[src/rtl/rd_req_engine.sv]
// Read-request generator for the AFU c0Tx path: polls the control cache line while the
// AFU is in CTRL, then streams sequential data-line reads while it is in RUN.
module rd_req_engine #(
  parameter logic [15:0] CTRL_MDATA   = 16'h0001,
  parameter logic [15:0] RUN_MDATA    = 16'h0002,
  parameter int unsigned POLL_GAP     = 64,
  parameter int unsigned CTRL_TIMEOUT = 4096
) (
  input  logic        clk_i,
  input  logic        reset_n_i,
  input  logic        stall_i,
  input  logic [2:0]  afu_state_in_i,
  input  logic [41:0] ctrl_addr_i,
  input  logic        ctrl_resp_valid_i,
  input  logic [41:0] run_rd_addr_i,
  input  logic [31:0] run_num_cls_i,
  output logic        rd_valid_o,
  output logic [15:0] rd_mdata_o,
  output logic [41:0] rd_addr_o,
  output logic [31:0] rd_issued_o,
  output logic        rd_run_done_o
);

  typedef enum logic [2:0] {
    S_IDLE,
    S_CTRL_ISSUE,
    S_CTRL_WAIT,
    S_CTRL_GAP,
    S_RUN,
    S_RUN_DONE
  } state_e;

  localparam logic [2:0]  AFU_CTRL     = 3'd1;
  localparam logic [2:0]  AFU_RUN      = 3'd2;
  localparam logic [31:0] TIMEOUT_LAST = 32'(CTRL_TIMEOUT - 1);
  localparam logic [31:0] GAP_LAST     = 32'(POLL_GAP - 1);

  state_e      state_q, state_d;
  logic [31:0] timer_q, timer_d;
  logic [41:0] base_q, base_d;
  logic [31:0] count_q, count_d;
  logic [31:0] issued_q, issued_d;
  logic        done_q, done_d;
  logic        valid_q, valid_d;
  logic [15:0] mdata_q, mdata_d;
  logic [41:0] addr_q, addr_d;

  logic ctrl_phase;
  logic run_phase;
  logic launch;
  logic run_last;

  assign ctrl_phase = (afu_state_in_i == AFU_CTRL);
  assign run_phase  = (afu_state_in_i == AFU_RUN);

  // A launch ignores the phase input so a request decided in an exit cycle still goes out.
  assign launch = !stall_i &&
                  ((state_q == S_CTRL_ISSUE) ||
                   ((state_q == S_RUN) && (issued_q != count_q)));

  assign run_last = (issued_q == count_q) ||
                    (launch && ((issued_q + 32'd1) == count_q));

  always_ff @(posedge clk_i or negedge reset_n_i) begin
    if (!reset_n_i) begin
      state_q <= S_IDLE;
    end else begin
      state_q <= state_d;
    end
  end

  always_comb begin
    state_d = state_q;
    case (state_q)
      S_IDLE: begin
        if (ctrl_phase) begin
          state_d = S_CTRL_ISSUE;
        end else if (run_phase) begin
          state_d = S_RUN;
        end
      end
      S_CTRL_ISSUE: begin
        if (!ctrl_phase) begin
          state_d = S_IDLE;
        end else if (launch) begin
          state_d = S_CTRL_WAIT;
        end
      end
      S_CTRL_WAIT: begin
        if (!ctrl_phase) begin
          state_d = S_IDLE;
        end else if (ctrl_resp_valid_i) begin
          state_d = S_CTRL_GAP;
        end else if (timer_q == TIMEOUT_LAST) begin
          state_d = S_CTRL_ISSUE;
        end
      end
      S_CTRL_GAP: begin
        if (!ctrl_phase) begin
          state_d = S_IDLE;
        end else if (timer_q == GAP_LAST) begin
          state_d = S_CTRL_ISSUE;
        end
      end
      S_RUN: begin
        if (!run_phase) begin
          state_d = S_IDLE;
        end else if (run_last) begin
          state_d = S_RUN_DONE;
        end
      end
      S_RUN_DONE: begin
        if (!run_phase) begin
          state_d = S_IDLE;
        end
      end
      default: state_d = S_IDLE;
    endcase
  end

  // Timer restarts at zero on every entry into WAIT or GAP because the states feeding
  // them leave it cleared; issued/done survive leaving RUN until the next RUN entry.
  always_comb begin
    valid_d  = launch;
    mdata_d  = mdata_q;
    addr_d   = addr_q;
    issued_d = issued_q;
    done_d   = done_q;
    base_d   = base_q;
    count_d  = count_q;
    timer_d  = 32'd0;
    case (state_q)
      S_IDLE: begin
        if (!ctrl_phase && run_phase) begin
          base_d   = run_rd_addr_i;
          count_d  = run_num_cls_i;
          issued_d = 32'd0;
          done_d   = 1'b0;
        end
      end
      S_CTRL_ISSUE: begin
        if (launch) begin
          addr_d  = ctrl_addr_i;
          mdata_d = CTRL_MDATA;
        end
      end
      S_CTRL_WAIT: begin
        if (!ctrl_resp_valid_i) begin
          timer_d = timer_q + 32'd1;
        end
      end
      S_CTRL_GAP: begin
        timer_d = timer_q + 32'd1;
      end
      S_RUN: begin
        if (launch) begin
          addr_d   = base_q + {10'd0, issued_q};
          mdata_d  = RUN_MDATA;
          issued_d = issued_q + 32'd1;
        end
        done_d = run_last;
      end
      default: ;
    endcase
  end

  always_ff @(posedge clk_i or negedge reset_n_i) begin
    if (!reset_n_i) begin
      timer_q  <= 32'd0;
      base_q   <= 42'd0;
      count_q  <= 32'd0;
      issued_q <= 32'd0;
      done_q   <= 1'b0;
      valid_q  <= 1'b0;
      mdata_q  <= 16'd0;
      addr_q   <= 42'd0;
    end else begin
      timer_q  <= timer_d;
      base_q   <= base_d;
      count_q  <= count_d;
      issued_q <= issued_d;
      done_q   <= done_d;
      valid_q  <= valid_d;
      mdata_q  <= mdata_d;
      addr_q   <= addr_d;
    end
  end

  assign rd_valid_o    = valid_q;
  assign rd_mdata_o    = mdata_q;
  assign rd_addr_o     = addr_q;
  assign rd_issued_o   = issued_q;
  assign rd_run_done_o = done_q;

endmodule

[config.mk]
export PLATFORM = sky130hd
export DESIGN_NAME = rd_req_engine
export DESIGN_NICKNAME = d
export VERILOG_FILES = /design/src/rtl/rd_req_engine.sv
export SDC_FILE = /design/constraint.sdc
export NUM_CORES = 1
export LEC_CHECK = 0
export ABC_CLOCK_PERIOD_IN_PS = 3600
export BUFFER_PORTS_ARGS = -buffer_cell sky130_fd_sc_hd__buf_2
export CAP_MARGIN = 20
export CORE_MARGIN = 8
export CORE_UTILIZATION = 57
export CTS_BUF_LIST = sky130_fd_sc_hd__clkbuf_16
export DETAILED_ROUTE_END_ITERATION = 8
export PLACE_DENSITY = 0.91
export REMOVE_ABC_BUFFERS = 1
export SYNTH_ARGS = -nofsm -noshare
export SYNTH_HDL_FRONTEND = slang
export SYNTH_SLANG_ARGS = --single-unit
export TNS_END_PERCENT = 30
[constraint.sdc]
create_clock -name clk_i -period 3.6 [get_ports clk_i]
set_input_delay 0 -clock clk_i [delete_from_list [all_inputs] [get_ports clk_i]]
set_output_delay 0 -clock clk_i [all_outputs]
set_load 0.02 [all_outputs]
==> flow_results.org <==
** Logic synthesis
- The cell count after synthesis came out at 1353.
- Post-synthesis average cell area :: 8.33 um^2
- Among all flip-flop cells after synthesis, the most frequent one is sky130_fd_sc_hd__dfrtp_1.
- After synthesis, the largest area contributor takes up 41.5% of total cell area.
- Synth unique cells :: 74
- Mapped cell area :: 11300 um^2
- Yosys warnings :: 0
- By area the synthesized netlist is led by sky130_fd_sc_hd__dfrtp_1 42%, sky130_fd_sc_hd__nand2_1 11%, sky130_fd_sc_hd__xnor2_1 5.1%.
- Of all cell types, the one taking the most synthesized area is sky130_fd_sc_hd__dfrtp_1.
- Number of enable flip-flop cells after synthesis :: 0
- Part of the Yosys area used for sequential elements :: 41.5%
- For this run, asynchronously set or reset flops after synthesis account for 100%.
- Synthesis inferred 187 register bits.

** Worst setup path
- Critical Path, Cell by Cell :: ha_1 > inv_1 > fa_1 > nor2b_1 > o2111ai_1 > a21oi_1 > nor3_1 > a2111oi_1 > o21ai_1 > a31oi_1 > xnor2_1 > o22ai_1
- On the critical path, the stage with the largest delay is an instance of sky130_fd_sc_hd__a2111oi_1.
- Kind of cell with the highest combined delay on the critical path :: compound AO/OA/AOI/OAI gates
- For the worst setup path, the data arrival time is 3.78 ns.
- Peak fanout along the critical path :: 5
- CP Buf/Inv Count :: 1
- STA classifies the critical path startpoint as a flip-flop.
- The largest single stage delay on the critical path is 0.65 ns.
- Data on the critical path is required at its endpoint by 3.92 ns.
- Type of the worst setup path :: reg2reg
- The worst register-to-register path has a depth of 12.
- Critical R2R Capture :: rd_addr_o[36]
- The worst register-to-register path begins at rd_issued_o[0].
- Reg2Reg Setup Slack :: 0.15 ns
- Worst Setup End Kind :: flip-flop

** Cells and area
- Most used cells in the layout excluding fill and tap cells :: 323 x sky130_fd_sc_hd__nand2_1, 199 x sky130_fd_sc_hd__buf_2, 187 x sky130_fd_sc_hd__dfrtp_1
- Count of filler cells inserted in the layout :: 1357
- Most common library cell in the layout ignoring fill and taps :: sky130_fd_sc_hd__nand2_1
- In the final design database the tool counted 1796 nets.
- Compared with the post-synthesis result, the final layout area differs by 25.6%.
- Share of post-route cells with drive strength above 1 :: 16.5%

** Timing
- The hold violation count in the final report was 0.
- Worst Max-Slew Pin Slew :: 1.05 ns
- The smallest clock period supported by the final layout is computed as 3.45 ns.
- Timing would allow up to 290 MHz.
- In this run the tightest slew margin relative to its limit is 29.9%.
- After layout, the worst path uses 95.9% of the clock period.
- After layout, the worst setup slack is 0.147 ns.
- The number of max-slew violations in the final report came to 0.
- Setup repair after global routing left no endpoint under its margin.
- Setup violations remaining at the end of the flow were counted as 0.
- Worst clock skew :: 0.0113 ns

** Floorplanning
- Total Die Area :: 24500 um^2
- From left edge to right edge, the die measures 157 um.
- After floorplanning, the core was divided into 51 placement rows.
- Chip height :: 157 um
- For this design the top-level I/O count stands at 215.
- Core outline area :: 19500 um^2
- Once the floorplan was initialized, standard cells occupied 57.9% of the core.

** Pwr
- For this design the static power due to leakage is 6.76 nW.
- Maximum resistive drop on vdd :: 360 uV
- Post-route total power :: 9.20 mW
- For this design the ratio of total power to cell area is 650 nW/um^2.

** Clocking
- Post-CTS repair changed the size of 0 cells.
- Clock-pin slew was measured on the worst setup and hold paths at 0.08 ns.
- CTS saw 187 sinks.
- Clock tree root driver cell :: sky130_fd_sc_hd__clkbuf_16
- Bufs on Longest Clock Path :: 2
- Clk Latency, worst-skew pair :: 0.45 ns
- Clock buffers created by TritonCTS :: 17
- TritonCTS built the clock tree.
- In this run the number of H-tree levels came out at 4.

** Worst hold path
- Cell depth of the worst hold path :: 5
- For hold timing, the worst endpoint is state_q[1].
- In this run the most critical hold path is launched from afu_state_in_i[0].
- Hold Crit Class :: in2reg

** Global route
- Entering global routing, the biggest net connects 96 pins.
- The number of antenna violations at the first check in global routing came to 1.
- Remaining global-route overflow :: 0
- First-pass GRT wire length :: 59100 um
- Global routing used 30.5% of the available tracks.
- The number of global-route vias before repair was 11400.

** Place
- Worst slack at placement :: 0.308 ns
- Port buffering added 200 buffers.
- Once detailed placement completed, the half-perimeter wirelength came to 24200 um.
- Final RePlAce weighted congestion :: 0.997

** Route
- The detailed router placed 11500 vias in this run.
- Detailed-route vias per instance :: 6.00
- After detailed routing, the number of remaining DRC violations is 0.
- The first routing iteration left 1275 violations.
- Detailed Route WL :: 37100 um
- Length of the first detailed-routing pass in iterations :: 7
- After detailed routing, the average wire length per cell comes to 19.3 um.
- In this run the remaining antenna-violating nets after routing total 0.

** Flow run
- Count of maximum capacitance violations :: 0

** Run status
- The run finished with clean final reports.
[sequential cells by signal, summed over array words and instances (netlist names)]
signal         flops
base_q            42
count_q           32
rd_addr_o         42
rd_issued_o       32
rd_mdata_o         2
rd_run_done_o      1
rd_valid_o         1
state_q            3
timer_q           32
[Yosys cell counts (10+ instances only)]
cell                         n
sky130_fd_sc_hd__nor3_1     22
sky130_fd_sc_hd__nand4_1    24
sky130_fd_sc_hd__o22ai_1    11
sky130_fd_sc_hd__inv_1      17
sky130_fd_sc_hd__nor4_1     13
sky130_fd_sc_hd__ha_1       34
sky130_fd_sc_hd__nand2_1   324
sky130_fd_sc_hd__buf_2      11
sky130_fd_sc_hd__o21ai_0    66
sky130_fd_sc_hd__nand3_1    42
sky130_fd_sc_hd__buf_4      16
sky130_fd_sc_hd__and4_1     11
sky130_fd_sc_hd__xor2_1     60
sky130_fd_sc_hd__dfrtp_1   187
sky130_fd_sc_hd__or3_1      12
sky130_fd_sc_hd__a21o_1     10
sky130_fd_sc_hd__nor2_1    133
sky130_fd_sc_hd__clkbuf_1   37
sky130_fd_sc_hd__and3_1     19
sky130_fd_sc_hd__xnor2_1    65
sky130_fd_sc_hd__a21oi_1    82
sky130_fd_sc_hd__a31oi_1    17
[kinds of logic (layout without fill, tap and decap cells)]
logic type	after synthesis	in the layout	synth area share (%)
AOI/OAI and AO/OA	240	240	12.7
xor gates and xnor gates	125	125	9.71
adders and majority gates	35	35	3.95
buffers and inverters	98	383	4.45
DFF	187	187	41.5
muxes	6	6	0.544
other	1	16	0.0333
and+or+nand+nor	661	661	27.1
[worst max path at each step]
| stage | startpoint | end | slack, ns | cells after the start |
|---|---|---|---|---|
| 2_1_floorplan | state_q[0] | rd_issued_o[25] | -1.22 | 6 |
| 3_3_place_gp | rd_issued_o[1] | rd_addr_o[38] | 0.45 | 11 |
| 3_5_place_dp | rd_issued_o[1] | rd_addr_o[36] | 0.31 | 11 |
| 4_1_cts | rd_issued_o[1] | rd_addr_o[36] | 0.28 | 11 |
| 5_1_grt | rd_issued_o[0] | rd_addr_o[36] | 0.05 | 12 |
| 6_report | rd_issued_o[0] | rd_addr_o[36] | 0.15 | 12 |
[final cells by class]
type | instances | area (um^2) | area share, %
Inverter | 18 | 70.1 | 0.495
Clock buffer | 17 | 425 | 3.01
Multi-Input combinational cell | 1081 | 6150 | 43.5
Tap cell | 265 | 332 | 2.34
Antenna cell | 2 | 5.00 | 0.0354
Sequential cell | 187 | 4680 | 33.1
Clock inverter | 15 | 166 | 1.18
Timing Repair Buffer | 333 | 2320 | 16.4
[worst register-to-register path, cell delays in order (launching register included)]
cell	delay (ns)
sky130_fd_sc_hd__dfrtp_1	0.40
sky130_fd_sc_hd__ha_1	0.23
sky130_fd_sc_hd__inv_1	0.07
sky130_fd_sc_hd__fa_1	0.38
sky130_fd_sc_hd__nor2b_1	0.19
sky130_fd_sc_hd__o2111ai_1	0.25
sky130_fd_sc_hd__a21oi_1	0.20
sky130_fd_sc_hd__nor3_1	0.09
sky130_fd_sc_hd__a2111oi_1	0.65
sky130_fd_sc_hd__o21ai_1	0.29
sky130_fd_sc_hd__a31oi_1	0.30
sky130_fd_sc_hd__xnor2_1	0.17
sky130_fd_sc_hd__o22ai_1	0.12
[repair_timing]
item,4_1_cts,5_1_grt
buffers inserted,0,0
endpoints found under the setup margin,0,0
endpoints found under the hold margin,192,1
hold buffers,118,1
[metal layers]
| layer | wire length [um] | GRT usage (%) | part of all wire, % |
|---|---|---|---|
| met5 | 0 | 0 | 0 |
| met4 | 2070 | 17.7 | 5.6 |
| met3 | 3420 | 5.52 | 9.2 |
| met2 | 17600 | 49.4 | 47 |
| met1 | 14000 | 37.8 | 38 |
[per-stage QoR]
stage	TNS, ns	util [%]	hold WS (ns)	instance area (um^2)	std cells
6_report	0	72.7	0.0672	14200	1918
5_1_grt	0	72.7	0.108	14100	1917
4_1_cts	0	72.6	0.0421	14100	1914
3_5_place_dp	0	63.5	0.0726	12400	1764
3_3_place_gp	0	63.5	0.0656	12400	1764
2_1_floorplan	-41.16	-	-0.296	10900	1286
[power breakdown]
group | switching (mW) | total (mW) | internal [mW]
clock network | 0.968 | 1.91 | 0.939
registers | 0.613 | 3.40 | 2.78
logic | 2.44 | 3.89 | 1.45
No activity file was read; power rests on OpenSTA's default activity.
